--- config.mk ---
export PLATFORM = sky130hd
export DESIGN_NAME = delta_accum_ctrl
export DESIGN_NICKNAME = d
export VERILOG_FILES = /design/src/rtl/delta_accum_ctrl.sv
export SDC_FILE = /design/constraint.sdc
export NUM_CORES = 1
export LEC_CHECK = 0
export CAP_MARGIN = 20
export CORE_MARGIN = 4
export CORE_UTILIZATION = 60
export DETAILED_ROUTE_END_ITERATION = 8
export DONT_BUFFER_PORTS = 1
export PLACE_DENSITY_LB_ADDON = 0.3
export SYNTH_ARGS = -nofsm -noshare
export SYNTH_HDL_FRONTEND = slang
export SYNTH_SLANG_ARGS = --single-unit
--- constraint.sdc ---
create_clock -name clk -period 2.7 [get_ports clk]
set_clock_uncertainty 0.1 [all_clocks]
set_input_delay 0.27 -clock clk [delete_from_list [all_inputs] [get_ports clk]]
set_output_delay 0.27 -clock clk [all_outputs]
set_load 0.03 [all_outputs]
--- src/rtl/delta_accum_ctrl.sv ---
// Frame accumulator: sums COUNT signed 2-bit deltas into an 8-bit result, then holds it until it is accepted.
// Define DELTA_ACCUM_SAT_EN to saturate on overflow; otherwise the sum wraps. ovf is set in both builds.
module delta_accum_ctrl #(
  parameter int COUNT = 4
) (
  input  logic       clk,
  input  logic       rst_n,
  input  logic       start,
  input  logic [1:0] delta,
  input  logic       in_valid,
  output logic       in_ready,
  output logic [7:0] sum,
  output logic       out_valid,
  input  logic       out_ready,
  output logic       busy,
  output logic       ovf
);

  localparam int CW = (COUNT < 2) ? 1 : $clog2(COUNT);
  localparam logic [CW-1:0] LAST = CW'(COUNT - 1);

  typedef enum logic [1:0] {IDLE = 2'd0, ACCUM = 2'd1, HOLD = 2'd2} state_t;

  state_t        state, state_nxt;
  logic [7:0]    acc;
  logic [CW-1:0] cnt;
  logic          ovf_q;
  logic          frame_go;
  logic          xfer;
  logic [7:0]    dext;
  logic [8:0]    sum9;
  logic          add_ovf;
  logic [7:0]    acc_nxt;

  // Both operands are sign-extended to 9 bits, so a disagreement between
  // bits 8 and 7 means the 8-bit result has the wrong sign.
  always_comb begin
    dext    = {{6{delta[1]}}, delta};
    sum9    = {acc[7], acc} + {dext[7], dext};
    add_ovf = sum9[8] ^ sum9[7];
`ifdef DELTA_ACCUM_SAT_EN
    acc_nxt = add_ovf ? (acc[7] ? 8'h80 : 8'h7F) : sum9[7:0];
`else
    acc_nxt = sum9[7:0];
`endif
  end

  always_ff @(posedge clk or negedge rst_n) begin
    if (!rst_n) state <= IDLE;
    else        state <= state_nxt;
  end

  always_comb begin
    state_nxt = state;
    in_ready  = 1'b0;
    out_valid = 1'b0;
    busy      = 1'b0;
    frame_go  = 1'b0;
    case (state)
      IDLE: begin
        if (start) begin
          state_nxt = ACCUM;
          frame_go  = 1'b1;
        end
      end
      ACCUM: begin
        in_ready = 1'b1;
        busy     = 1'b1;
        if (in_valid && cnt == LAST) state_nxt = HOLD;
      end
      HOLD: begin
        out_valid = 1'b1;
        busy      = 1'b1;
        if (out_ready) state_nxt = IDLE;
      end
      default: state_nxt = IDLE;
    endcase
  end

  assign xfer = in_valid & in_ready;

  always_ff @(posedge clk or negedge rst_n) begin
    if (!rst_n) begin
      acc   <= 8'h00;
      cnt   <= '0;
      ovf_q <= 1'b0;
    end else if (frame_go) begin
      acc   <= 8'h00;
      cnt   <= '0;
      ovf_q <= 1'b0;
    end else if (xfer) begin
      acc <= acc_nxt;
      cnt <= cnt + CW'(1);
      if (add_ovf) ovf_q <= 1'b1;
    end
  end

  assign sum = acc;
  assign ovf = ovf_q;

endmodule
==> metrics <==
status=complete, no violations; Register Area=325 um2; Placer Congestion=0.831; Routed Antenna Nets=0; slowest CP cell=dfrtp_1; vias per inst=6.33; syn_area_per_cell=9.47 um2; maximum vdd drop=0.631 mV; Slew @ Worst Pin=0.597 ns; CTS H-tree depth=1; setup bufs post-CTS=0; Initial Util=67.2%; drt drc=0; CTS tree=done; Die Area=0.00222 mm2; Max Slew Vio Count=0; Layout Utilization=71.7%; placed cells=112; relative slew slack=60.1%; Final min period=2.48 ns; Finished Cell Area=980 um2; Final Setup Violations=0; CORE AREA=0.00137 mm2; # resized after CTS=0; Ant. Diodes=0; vias in the first global route=774; Yosys top cell by area=dfrtp_1; synthesized instance count=97; startpoint class of the critical path=flop; die extent in x=47.1 um; Clk Latency, worst-skew pair=0.29 ns; CTS max path bufs=2; Setup Total Neg Slack=0 ns; maxcap violations=0; Min-Delay Path Depth=3; PnR worst setup slack=0.220 ns; CTS Hold Buffers Added=2; post-synthesis register bit count=13; Inserted Clock Buffers=3; Sink Count=13; Tot Pwr=1.05 mW; net count after synthesis=118; Worst Reg-to-Reg Cells=8; initial antenna violation count=0; gr usage total=23.3%; fin crit share=91.9%; Final Hold Fails=0; Area contributors post-synth=dfrtp_1 (35%), ha_1 (18%), nand2_1 (5.3%), o21ai_0 (4.9%), a21oi_1 (3.3%); fillers=99; Placed Area=933 um2; Max Fanout on Critical Path=3; Layout Cells excl Fill=118; post-synth top area share=35.4%; Setup CP Type=reg -> reg; synth unique cells=29; Final nets=125; P&R area growth vs syn=6.68%; met1 Track Usage GR=28.0%; HP Class=in -> reg; CP bufs+invs=1; CP max stage delay=0.54 ns; crit-path cells=ha_1, inv_1, fa_1, nand2b_1, a21oi_1, o21a_1, o21ai_0, a32o_1; share of cells above drive strength 1=5.83%; Crit path depth=8; Max Clk Rate=0.403 GHz; first-pass GRT wire length=3.54 mm; die height=47.1 um; Worst EP arrival=2.56 ns; static leakage=0.484 nW; Crit path max-delay family=compound AO/OA/AOI/OAI gates; root buf cell=clkbuf_4; met2 usage=38.2%; wire length per cell=17.2 um; largest net degree at the start of global routing=14; Synth Warn #=0; drt first pass iters=4; port bufs=0; num rows=13; Worst-path clk slew=0.07 ns; multi-input logic area=552 um2; pre-CTS setup slack=0.261 ns; power density cells=1070 mW/mm2; WHS=0.102 ns; GRT overflow=0; Worst setup EP type=flop; via count=747; drt total wl=2.03 mm; GR Util met3=8.43%; Critical Path RT=2.78 ns; most frequent cells in the layout=nand2_1 (13), ha_1 (13), dfrtp_1 (13), o21ai_0 (9), inv_1 (8); DR iter-0 viols=23; GR peak layer=met2; RSZ-0062 raised after global routing=false; placed wire-length estimate=1.55 mm; Post-Syn Area=918 um2; I/O pins=19; Seq/Total Area, Yosys=35.4%
## cell families after synthesis
family          Yosys count  share of synthesized area (%)
fa+ha+maj                14                           19.9
xor+xnor                  3                           2.86
flops                    13                           35.4
compound gates           34                           25.1
buf+inv                   9                           4.50
simple gates             24                           12.3
## Yosys cell counts (all sizes together)
cell type	number
dfrtp	13
ha	13
nand2	13
o21ai	10
inv	8
a21oi	6
nor2	4
a211oi	3
a21o	3
xor2	3
a22o	2
a32o	2
o211ai	2
or2b	2
a221oi	1
and2	1
and3	1
buf	1
fa	1
nand2b	1
nand3b	1
o21a	1
o21bai	1
o22a	1
o22ai	1
o31ai	1
or3	1
## routing by layer
layer / vias up / wire [um] / part of all wire, %
met5: - / 0 / 0
met4: 0 / 33 / 1.6
met3: 4 / 199 / 9.8
met2: 37 / 990 / 49
met1: 344 / 804 / 40
li1: 362 / - / -
## worst paths after layout
check	from	endpoint	slack (ns)
hold / removal	start	ovf	0.10
max in group asynchronous	rst_n	sum[1]	1.79
min in group asynchronous	rst_n	cnt[1]	0.32
setup / recovery	sum[0]	sum[6]	0.22
setup reg to reg	sum[0]	sum[6]	0.22
hold reg to reg	cnt[1]	cnt[1]	0.42
## area by class of cell
class / instances / area share (%)
Tap cell: 15 / 1.92
Clock buffer: 4 / 2.68
Timing Repair Buffer: 3 / 2.81
Multi-Input combinational cell: 75 / 56.3
Inverter: 8 / 3.07
Sequential cell: 13 / 33.2
## flip-flops by register name, summed over array words and instances, names as in the netlist
signal  cells
cnt         2
ovf         1
state       2
sum         8
## where the power goes
group / total [mW] / leakage, nW / internal, mW / switching, mW
combinational: 0.514 / 0.297 / 0.206 / 0.307
clock: 0.124 / 0.0150 / 0.0577 / 0.0660
sequential: 0.408 / 0.172 / 0.260 / 0.148
## worst reg2reg max path, stage by stage (launching register included)
cell	delay (ns)
dfrtp_1	0.54
ha_1	0.28
inv_1	0.07
fa_1	0.39
nand2b_1	0.19
a21oi_1	0.30
o21a_1	0.17
o21ai_0	0.07
a32o_1	0.26
No activity file was read; power rests on OpenSTA's default activity.
